[config.mk]
export PLATFORM = sky130hd
export DESIGN_NAME = sprite_renderer
export DESIGN_NICKNAME = d
export VERILOG_FILES = /design/src/rtl/vga_pkg.sv /design/src/rtl/sprite_line_buffer.sv /design/src/rtl/sprite_renderer.sv
export SDC_FILE = /design/constraint.sdc
export NUM_CORES = 1
export LEC_CHECK = 0
export CORE_ASPECT_RATIO = 0.8
export CORE_MARGIN = 2
export CORE_UTILIZATION = 40
export CTS_CLUSTER_DIAMETER = 50
export DETAILED_ROUTE_END_ITERATION = 8
export HOLD_SLACK_MARGIN = 0.12
export PLACE_DENSITY_LB_ADDON = 0.25
export SLEW_MARGIN = 20
export SYNTH_ARGS = -nofsm -noshare
export SYNTH_HDL_FRONTEND = slang
export SYNTH_SLANG_ARGS = --single-unit
[constraint.sdc]
create_clock -name i_clk -period 3.91 [get_ports i_clk]
set_input_delay 0.9775 -clock i_clk [delete_from_list [all_inputs] [get_ports i_clk]]
set_output_delay 0.9775 -clock i_clk [all_outputs]
set_load 0.01 [all_outputs]
[src/rtl/vga_pkg.sv]
// Shared display geometry, colour type and sprite fetch FSM encoding.
// Latency: n/a (declarations only).
// Backpressure: n/a.
package vga_pkg;
    localparam int ACTIVE_COLS  = 640;
    localparam int ACTIVE_ROWS  = 480;
    localparam int H_BLANK_COLS = 160;
    localparam int V_BLANK_ROWS = 45;
    localparam int SPRITE_SIZE  = 32;
    localparam int SPR_W        = $clog2(SPRITE_SIZE);
    localparam int ADDR_W       = 2 * SPR_W;

    localparam int COLOR_W = 12;
    typedef logic [COLOR_W-1:0] color_t;

    localparam color_t BG_COLOR  = 12'h000;
    localparam color_t KEY_COLOR = 12'hF0F;

    typedef enum logic {
        IDLE,
        FETCH
    } sprite_fsm_t;
endpackage

[src/rtl/sprite_line_buffer.sv]
// One sprite line of pixels: single write port, single registered read port.
// Latency: read data appears 1 cycle after the read index is presented.
// Backpressure: none; writes and reads are accepted every cycle.
module sprite_line_buffer
    import vga_pkg::*;
(
    input  logic             i_clk,
    input  logic             i_wr_en,
    input  logic [SPR_W-1:0] i_wr_idx,
    input  color_t           i_wr_dat,
    input  logic [SPR_W-1:0] i_rd_idx,
    output color_t           o_rd_dat
);
    color_t mem_q [SPRITE_SIZE];
    color_t rd_dat_q;

    // Storage write and registered read; contents are deliberately not reset.
    always_ff @(posedge i_clk) begin
        if (i_wr_en) begin
            mem_q[i_wr_idx] <= i_wr_dat;
        end
        rd_dat_q <= mem_q[i_rd_idx];
    end

    assign o_rd_dat = rd_dat_q;
endmodule

[src/rtl/sprite_renderer.sv]
// Overlays one sprite on a fixed background and re-times syncs/DE/colour for the pins.
// Latency: 2 cycles from timing counters to every video output; line fetch runs cols 129..160.
// Backpressure: none; the memory must return data exactly 1 cycle after each read strobe.
module sprite_renderer
    import vga_pkg::*;
(
    input  logic              i_clk,
    input  logic              i_reset,
    input  logic [9:0]        i_col_count,
    input  logic [9:0]        i_row_count,
    input  logic              i_hsync,
    input  logic              i_vsync,
    input  logic              i_sprite_x0,
    input  logic              i_sprite_y0,
    input  logic [9:0]        i_sprite_x,
    input  logic [9:0]        i_sprite_y,
    output logic              o_mem_rd,
    output logic [ADDR_W-1:0] o_mem_addr,
    input  color_t            i_mem_data,
    output logic              o_hsync,
    output logic              o_vsync,
    output logic              o_de,
    output color_t            o_rgb
);
    sprite_fsm_t      state_q, state_d;
    logic [SPR_W-1:0] k_q, k_d;
    logic [SPR_W-1:0] line_q, line_d;
    logic             line_valid_q, line_valid_d;
    logic [9:0]       pos_x_q, pos_x_d;
    logic [9:0]       pos_y_q, pos_y_d;
    logic             wr_en_q, wr_en_d;
    logic [SPR_W-1:0] wr_idx_q, wr_idx_d;
    logic             de1_q, de1_d, hs1_q, hs1_d, vs1_q, vs1_d, inside1_q, inside1_d;
    logic             de2_q, de2_d, hs2_q, hs2_d, vs2_q, vs2_d;
    color_t           rgb_q, rgb_d;

    logic             row_ok, col_ok, line_hit;
    logic [10:0]      ar, ac, py_ext, px_ext;
    logic [SPR_W-1:0] line_sel, rd_idx;
    color_t           buf_rd;

    // Geometry: which sprite line this row needs and which buffer entry this column shows.
    // 11-bit compares keep pos + SPRITE_SIZE from wrapping.
    always_comb begin
        row_ok   = i_row_count >= 10'(V_BLANK_ROWS);
        col_ok   = i_col_count >= 10'(H_BLANK_COLS);
        ar       = {1'b0, i_row_count} - 11'(V_BLANK_ROWS);
        ac       = {1'b0, i_col_count} - 11'(H_BLANK_COLS);
        py_ext   = {1'b0, pos_y_q};
        px_ext   = {1'b0, pos_x_q};
        line_hit = row_ok && (ar >= py_ext) && (ar < py_ext + 11'(SPRITE_SIZE));
        line_sel = SPR_W'(ar - py_ext);
        rd_idx   = SPR_W'(ac - px_ext);
    end

    // Fetch FSM: on the column strobe, copy the hit line from sprite memory into the buffer.
    always_comb begin
        state_d      = state_q;
        k_d          = k_q;
        line_d       = line_q;
        line_valid_d = line_valid_q;
        case (state_q)
            IDLE: begin
                if (i_sprite_x0) begin
                    line_valid_d = 1'b0;
                    k_d          = '0;
                    if (line_hit) begin
                        state_d = FETCH;
                        line_d  = line_sel;
                    end
                end
            end
            FETCH: begin
                k_d = k_q + 1'b1;
                if (k_q == SPR_W'(SPRITE_SIZE - 1)) begin
                    state_d      = IDLE;
                    line_valid_d = 1'b1;
                end
            end
            default: state_d = IDLE;
        endcase
    end

    assign o_mem_rd   = (state_q == FETCH);
    assign o_mem_addr = (state_q == FETCH) ? {line_q, k_q} : '0;

    // Position latch, buffer write timing and the two-stage video pipeline.
    // Stage 1 uses line_valid_d so the pixel at active column 0 sees the line that
    // finishes fetching in that same cycle.
    always_comb begin
        pos_x_d   = pos_x_q;
        pos_y_d   = pos_y_q;
        if (i_sprite_y0 && (i_col_count == 10'd0)) begin
            pos_x_d = i_sprite_x;
            pos_y_d = i_sprite_y;
        end
        wr_en_d   = o_mem_rd;
        wr_idx_d  = k_q;
        de1_d     = col_ok && row_ok;
        hs1_d     = i_hsync;
        vs1_d     = i_vsync;
        inside1_d = line_valid_d && col_ok && (ac >= px_ext) && (ac < px_ext + 11'(SPRITE_SIZE));
        de2_d     = de1_q;
        hs2_d     = hs1_q;
        vs2_d     = vs1_q;
        rgb_d     = '0;
        if (de1_q) begin
            rgb_d = (inside1_q && (buf_rd != KEY_COLOR)) ? buf_rd : BG_COLOR;
        end
    end

    // State register for FSM, position and pipeline.
    always_ff @(posedge i_clk) begin
        if (i_reset) begin
            state_q      <= IDLE;
            k_q          <= '0;
            line_q       <= '0;
            line_valid_q <= 1'b0;
            pos_x_q      <= '0;
            pos_y_q      <= '0;
            wr_en_q      <= 1'b0;
            wr_idx_q     <= '0;
            de1_q        <= 1'b0;
            hs1_q        <= 1'b0;
            vs1_q        <= 1'b0;
            inside1_q    <= 1'b0;
            de2_q        <= 1'b0;
            hs2_q        <= 1'b0;
            vs2_q        <= 1'b0;
            rgb_q        <= '0;
        end else begin
            state_q      <= state_d;
            k_q          <= k_d;
            line_q       <= line_d;
            line_valid_q <= line_valid_d;
            pos_x_q      <= pos_x_d;
            pos_y_q      <= pos_y_d;
            wr_en_q      <= wr_en_d;
            wr_idx_q     <= wr_idx_d;
            de1_q        <= de1_d;
            hs1_q        <= hs1_d;
            vs1_q        <= vs1_d;
            inside1_q    <= inside1_d;
            de2_q        <= de2_d;
            hs2_q        <= hs2_d;
            vs2_q        <= vs2_d;
            rgb_q        <= rgb_d;
        end
    end

    sprite_line_buffer u_line_buf (
        .i_clk    (i_clk),
        .i_wr_en  (wr_en_q),
        .i_wr_idx (wr_idx_q),
        .i_wr_dat (i_mem_data),
        .i_rd_idx (rd_idx),
        .o_rd_dat (buf_rd)
    );

    assign o_hsync = hs2_q;
    assign o_vsync = vs2_q;
    assign o_de    = de2_q;
    assign o_rgb   = rgb_q;
endmodule

== Yosys cells after proc, flatten, opt, wreduce, memory -nomap -nowiden ==
Memories as Yosys holds them, arrays and structs flattened. A register that Yosys moved wholly into a read port is not among the register bits.
Cells that the tools add are included.
Word-level totals
  word-level logic and storage cells: 59
  bits in writable memories: 384
  memories kept: 1
  register bits: 57
  input bits: 58
Operators by class
  equality and inequality tests: 3
  bitwise gates (word level): 3
  mux-type cells: 12
  order comparisons: 6
  add/sub/neg operators: 7
  reduce and logical (&&, ||, !) cells: 11
Memories
  u_line_buf.mem_q: words 32, bits a word 12, rd ports 1, clocked after memory_dff 1, wr ports 1, RTL line sprite_line_buffer.sv:14  | color_t mem_q [SPRITE_SIZE];
Operators with widths (count)
  $add A10 B6 Y11 const B: 2
  $ge A11 B10 Y1: 2
  $lt A11 B11 Y1: 2
  $ne A12 B12 Y1 const B: 1
  $sub A10 B6 Y11 const B: 1
  $sub A10 B8 Y11 const B: 1
  $ge A10 B6 Y1 const B: 1
  $ge A10 B8 Y1 const B: 1
  $logic_not A10 Y1: 1
  $mux W10: 1
  $pmux W5 S2: 1
  $sub A5 B5 Y5: 2
  $logic_and A1 B1 Y1: 8
  $mux W1: 7
  $add A5 B1 Y5 const B: 1
  $eq A5 B5 Y1 const B: 1
  $mux W5: 1
  $pmux W1 S2: 2
  $not A1 Y1: 3
  $reduce_and A3 Y1: 1
  $reduce_or A3 Y1: 1
  $ne A2 B2 Y1 const B: 1

== Depth between registers and ports, before layout ==
Gate-level depths: netlist of run 1.
  depth after elaboration: 7
  gate-level depth with buffers: 13
  mapped depth without buffers: 13

== Cells and area by module ==
A second synthesis of run 1 with hierarchy kept.
Unflattened totals
  cells, all modules: 1252
  area total of the unflattened synthesis: 18885.6 µm²
By module, submodules not included
  sprite_line_buffer: seq. area each 11771.3 µm², area an instance 15468.6 µm², cells each 868, instances 1
  sprite_renderer: seq. area each 1141.1 µm², area an instance 3417.0 µm², cells each 384, instances 1

== Worst setup path after synthesis of run 1 ==
Ideal clock, no wire load.
  path kind: input to register
  start point: input port i_col_count[0]
  end point: register u_line_buf.rd_dat_q[1] (netlist: u_line_buf.o_rd_dat[1]) (read register of u_line_buf.mem_q)
  slack: 0.381 ns
  arrival time: 3.408 ns
  setup time: 0.121 ns
  data required time: 3.789 ns
  cell stages on the path: 10
  path through: inv_1 > ha_1 > inv_1 > fa_1 > clkbuf_1 > buf_4 > clkbuf_1 > mux4_2 > mux4_2 > mux2_2
Between the ends
  cells in the longest elaborated chain, start to end: 2
RTL lines
  start: declaration: RTL line sprite_renderer.sv:9  | input logic [9:0] i_col_count,
  $sub A10 B8 Y11: RTL line sprite_renderer.sv:48  | ac = {1'b0, i_col_count} - 11'(H_BLANK_COLS);
  $sub A5 B5 Y5: RTL line sprite_renderer.sv:53  | rd_idx = SPR_W'(ac - px_ext);
  end: declaration: RTL line sprite_line_buffer.sv:15  | color_t rd_dat_q;
Every way passes these cells.
A chain may end at the register's enable or synchronous reset.

== Worst setup path in the final report of run 1 ==
  start point: input port i_col_count[0]
  end point: register u_line_buf.rd_dat_q[0] (netlist: u_line_buf.o_rd_dat[0]) (read register of u_line_buf.mem_q)
The elaborated chain is that of the path after synthesis.

==> impl_metrics.yaml, run 1 <==
setup_path:
  r2r_end: "u_line_buf.o_rd_dat[0]"
  cp.arrival_ns: 4.07
  r2r-start: "pos_x_q[0]"
  end_kind: "register"
  path_class: "in2reg"
  r2r_setup_slack_ns: 0.89
  worstPathMaxFanout: 17
  cp.required_ns: 4.36
  start_kind: "input pin"
  ff2ff_path_depth: 8
sta:
  finalHoldViolCount: 0
  fin_crit_ns: 3.620
  rsz0062_at_grt: "no"
  fin_skew_ns: 0.02364
  relSlewSlack: 0.2443
  setup_viol: 0
  maxSlewViolCount: 0
  fmaxAchievable_mhz: 276.2
  fin_crit_sh: 0.9259
  worst_slew_pin_slew_ns: 1.132
floorplan:
  rows: 70
  core_area_um2: 45540
  die_w_um: 244.0
  start_util: 0.4046
  dieHeight_um: 196.0
  die-area_um2: 47810
  io_pins: 84
worst_hold_path:
  whs_endpoint: "o_hsync"
  hold_depth: 1
  worstHoldPathType: "reg2reg"
  min_from: "hs1_q"
synth:
  netlist_area_um2: 18430
  synthTopCellsByArea: "edfxtp_1, mux4_2, dfxtp_1"
  ys_seq_elements: 453
  synth-edff-count: 384
  synth_top_cell_area_share: 0.6258
  synth_ff_type: "edfxtp_1"
  syn-num-nets: 1087
  yosysTopAreaCell: "edfxtp_1"
  synth_warnings: 0
  ys_seq_area_frac: 0.7008
  yosysUniqueCellTypes: 52
  synthArstFlopShare: 0
  avgSynthCellArea_um2: 18.65
  syn-instance-count: 988
power_and_ir_drop:
  p_per_area_nw_per_um2: 471.9
  pwr-share-comb: 0.063
  total_power_mw: 10.35
  p_int_mw: 8.091
  clockPowerShare: 0.423
  p_sw_mw: 2.264
  ir_drop_uv: 298.8
  sw_frac_of_total: 0.2186
  p_leak_nw: 7.288
  seq_power_share: 0.514
clock_tree:
  htreeDepth: 2
  cts_sinks: 453
  post-cts-setup-buffers: 0
  cts_tree: "done"
  clock-root-buffer: "clkbuf_16"
  cts_buffer_depth: 3
  path_clk_slew_ns: 0.06
  ctsHoldBuffers: 0
  cts_made_buffers: 49
  clkLatencyLatePin_ns: 0.58
  cts_resized: 0
finish:
  fin_nets: 1233
  fin_cells: 1786
  diodes: 0
  layout-area-overhead-vs-synth_pct: 19.10
  fillers: 3839
  multi_input_area_um2: 5229
  regArea_um2: 12910
  drive_above_1_share: 0.2351
drt:
  drt_iter0_markers: 796
  wl_per_cell_um: 23.41
  drcViolationCount: 0
  viasPerCell: 5.337
  ant_nets: 0
  vias: 9531
  wirelength_um: 41810
  dr.pass1.iters: 5
placed_design:
  io_buffers: 83
  place_congestion: 0.7931
  dp.cells: 1695
  dpl.hpwl_um: 26520
job:
  cap_violations: 0
global_routing:
  grt_antenna_before_repair: 0
  grt_max_degree: 33
  grt_pass1_wl_um: 62450
  grt_usage: 0.1770
  overflow: 0
  first_global_vias: 9678
outcome:
  status: "complete, no violations"
-- cells in the final DEF, fill, tap and decap left out, types with 6 or more instances in the layout --
cell type and instances:
a21oi_1 21, and2_1 23, buf_12 16, buf_2 9
buf_4 34, clkbuf_1 16, clkbuf_16 49, clkdlybuf4s50_1 74
clkinv_1 6, dfxtp_1 69, edfxtp_1 384, ha_1 38
inv_1 37, mux2_2 12, mux2i_1 22, mux4_1 14
mux4_2 106, nand2_1 16, nand3_1 13, nand3b_1 6
nor2_1 49, nor2_2 24, nor2b_1 17, nor3_1 8
o21ai_0 11, xnor2_1 16
-- worst max path at each step --
stage,from,to,slack [ns],cells after the start
after floorplan,i_col_count[0],u_line_buf.o_rd_dat[1],0.38,10
after global placement,i_col_count[0],u_line_buf.o_rd_dat[0],-0.29,10
after detailed placement,i_col_count[0],u_line_buf.o_rd_dat[0],-0.29,10
after CTS,i_col_count[0],u_line_buf.o_rd_dat[0],0.32,10
after global routing,i_row_count[1],line_q[3],0.20,14
final,i_col_count[0],u_line_buf.o_rd_dat[0],0.29,10
-- cell families after synthesis --
logic type,count (synthesis),synth area share
xor+xnor,21,0.009982
buf+inv,75,0.02030
simple gates,184,0.05093
mux,154,0.1688
compound gates,60,0.02051
flops,453,0.7008
fa+ha+maj,41,0.02866
-- state kept, by name, summed over array words and instances, names as in the netlist --
signal               count
wr_idx_q                 5
de1_q                    1
line_q                   5
pos_x_q                 10
hs1_q                    1
o_hsync                  1
inside1_q                1
o_de                     1
pos_y_q                 10
vs1_q                    1
u_line_buf.mem_q       384
o_rgb                   12
o_vsync                  1
u_line_buf.o_rd_dat     12
wr_en_q                  1
line_valid_q             1
k_q                      5
o_mem_rd                 1
-- critical path, cell delays in order --
cell and delay (ns):
clkdlybuf4s50_1 0.45, inv_1 0.12, ha_4 0.14, inv_1 0.05, fa_4 0.80, buf_12 0.18, buf_12 0.16, mux4_2 0.32
mux4_2 0.56, mux2_2 0.29
-- cell type report --
class / instances / share of cell area
sequential: 453 / 0.5884
multi-input combinational: 460 / 0.2383
timing repair buffer: 133 / 0.06204
clock buffer: 69 / 0.06112
tap: 612 / 0.03490
clock inverter: 22 / 0.008895
inverter: 37 / 0.006329
-- synthesized netlist by cell type (13+ instances only) --
library cell  instances
mux2i_1              22
inv_1                37
nand2_1              16
nor2_1               73
clkbuf_1             17
and2_1               23
edfxtp_1            384
mux4_1               14
a21oi_1              21
dfxtp_1              69
ha_1                 39
xnor2_1              17
mux4_2              106
nand3_1              13
nor2b_1              17
-- per-layer routing --
| metal | part of all wire | global-route usage | up-vias | wire (um) |
|---|---|---|---|---|
| met5 | 0 | 0 | - | 0 |
| met4 | 0.016 | 0.04155 | 0 | 661 |
| met3 | 0.052 | 0.02859 | 51 | 2163 |
| met2 | 0.47 | 0.2734 | 243 | 19520 |
| met1 | 0.47 | 0.2645 | 4994 | 19460 |
| li1 | - | - | 4243 | - |
-- metrics by stage --
stage               hold slack (ns)  setup WS (ns)  setup TNS [ns]  utilization  area (um2)
detailed placement           0.4333        -0.2870          -2.829       0.4490       20450
global placement             0.4239        -0.2921          -2.685       0.4490       20450
global route                 0.4620         0.1987               0       0.4818       21940
floorplan                    0.4138         0.3809               0            -       18430
CTS                          0.4469         0.3164               0       0.4827       21980
finish                       0.4418         0.2898               0       0.4818       21940
-- power by group through the flow --
stage | Sequential, mW | Combinational, mW | Clock (mW)
after floorplan | 5.39 | 0.378 | 0
after global placement | 5.43 | 0.653 | 0
after detailed placement | 5.42 | 0.665 | 0
after CTS | 5.32 | 0.668 | 4.47
after global routing | 5.32 | 0.713 | 4.65
final | 5.32 | 0.655 | 4.38
No activity file was read; power rests on OpenSTA's default activity.
==> run 2: changes to the inputs <==
Settings changed: CORE_UTILIZATION 40 to 60, SETUP_SLACK_MARGIN from default to 0.05.
==> run 2 against run 1 <==
- final cell count decreased by 12%
- maximum frequency increased by 0.21%
- setup slack improved by 0.0077 ns
- utilization increased by 23 points
- final area decreased by 1.7%
- global-route usage increased by 8.0 points
- routed wire length decreased by 5.4%
- die area decreased by 33%
==> impl_metrics.yaml, run 2 (same netlist as run 1, synthesis figures left out) <==
sta:
  finalHoldViolCount: 0
  setup_viol: 0
  fmaxAchievable_mhz: 276.8
  rsz0062_at_grt: "no"
  worst_slew_pin_slew_ns: 1.086
  relSlewSlack: 0.2738
  fin_crit_sh: 0.9239
  fin_skew_ns: 0.01647
  fin_crit_ns: 3.613
  maxSlewViolCount: 0
clock_tree:
  clock-root-buffer: "clkbuf_16"
  htreeDepth: 2
  cts_tree: "done"
  cts_resized: 0
  ctsHoldBuffers: 0
  cts_made_buffers: 43
  clkLatencyLatePin_ns: 0.54
  path_clk_slew_ns: 0.07
  cts_buffer_depth: 3
  post-cts-setup-buffers: 0
  cts_sinks: 453
power_and_ir_drop:
  p_per_area_nw_per_um2: 471.8
  ir_drop_uv: 384.4
  p_leak_nw: 7.249
placed_design:
  placed_area_um2: 20140
  place_congestion: 0.8250
  io_buffers: 83
  dpl.hpwl_um: 24890
setup_path:
  worstPathMaxFanout: 33
  crit_end: "u_line_buf.o_rd_dat[5]"
  start_kind: "input pin"
  ff2ff_path_depth: 7
  startpoint: "i_col_count[0]"
  r2r_end: "u_line_buf.o_rd_dat[5]"
  cp.arrival_ns: 4.04
  r2r_setup_slack_ns: 0.91
  end_kind: "register"
  cp.required_ns: 4.34
  path_class: "in2reg"
  r2r-start: "pos_x_q[0]"
drt:
  ant_nets: 0
  wl_per_cell_um: 25.13
  drt_iter0_markers: 1060
  vias: 9652
  dr.pass1.iters: 5
  viasPerCell: 6.132
  wirelength_um: 39550
  drcViolationCount: 0
floorplan:
  die-area_um2: 32140
  die_w_um: 199.9
  dieHeight_um: 160.7
  start_util: 0.6079
  core_area_um2: 30310
  rows: 57
  io_pins: 84
finish:
  largest_reg_flops: 384
  layout-area-overhead-vs-synth_pct: 17.02
  final_common_cell: "edfxtp_1"
  design_area_um2: 21560
  final_cell_mix: "edfxtp_1, mux4_2, clkdlybuf4s50_1"
  diodes: 0
  fin_nets: 1226
  max_flop_register: "u_line_buf.mem_q"
  finish.utilization: 0.7114
  drive_above_1_share: 0.2179
worst_hold_path:
  worstHoldPathType: "reg2reg"
global_routing:
  overflow: 0
  grt_pass1_wl_um: 59280
  grt_usage: 0.2566
  first_global_vias: 9692
  grt_antenna_before_repair: 3
  grt_max_degree: 34
job:
  cap_violations: 0
outcome:
  status: "complete, no violations"
## run 2: changes by cell type in the layout (fill, tap and decap cells not counted), moves of 3 or more
cell / change
buf_2: -4
bufinv_16: +3
clkbuf_16: -4
clkbuf_8: +3
clkdlybuf4s50_1: +4
clkinv_1: -5
inv_6: -3
nor2_1: +12
nor2_2: -12
## run 2: per-layer routing
layer | up-vias | share of wire | wire [um] | GRT usage
li1 | 4221 | - | - | -
met1 | 4972 | 0.42 | 16800 | 0.3858
met2 | 382 | 0.47 | 18630 | 0.3867
met3 | 75 | 0.079 | 3125 | 0.05250
met4 | 2 | 0.025 | 975 | 0.07609
met5 | - | 0.00028 | 11 | 0.004630
## run 2: how the worst min path moves through the flow
| stage | startpoint | to | depth (start not counted) |
|---|---|---|---|
| 2_1_floorplan | hs1_q | o_hsync | 1 |
| 3_3_place_gp | vs1_q | o_vsync | 1 |
| 3_5_place_dp | hs1_q | o_hsync | 1 |
| 4_1_cts | hs1_q | o_hsync | 1 |
| 5_1_grt | hs1_q | o_hsync | 1 |
| 6_report | hs1_q | o_hsync | 1 |
## run 2: area by class of cell
| type | instances | area [um2] |
|---|---|---|
| Clock buffer | 67 | 1279 |
| Clock inverter | 12 | 167.7 |
| Fill cell | 1855 | 8748 |
| Inverter | 37 | 138.9 |
| Multi-Input combinational cell | 460 | 5199 |
| Sequential cell | 453 | 12910 |
| Tap cell | 413 | 516.7 |
| Timing Repair Buffer | 132 | 1349 |
## run 2: where the power goes
group | internal [mW] | total (mW) | switching (mW)
clock network | 2.52 | 4.23 | 1.71
registers | 5.27 | 5.31 | 0.0420
logic | 0.320 | 0.634 | 0.315
## run 2: critical path, stage by stage
cell	delay [ns]
clkdlybuf4s50_1	0.43
inv_1	0.11
ha_4	0.14
inv_1	0.05
fa_4	0.87
buf_12	0.23
mux4_2	0.35
mux4_2	0.54
mux2_2	0.30
## run 2: metrics by stage
stage               setup TNS [ns]  setup slack [ns]  instances  power [mW]  hold slack, ns
detailed placement          -2.117           -0.2249       1495       6.053          0.4239
finish                           0            0.2975       1574       10.17          0.4353
global placement            -1.756           -0.1934       1495       6.033          0.4216
global route                     0            0.1690       1574       10.49          0.4594
CTS                              0            0.3112       1574       10.24          0.4381
floorplan                        0            0.3809        988       5.765          0.4138
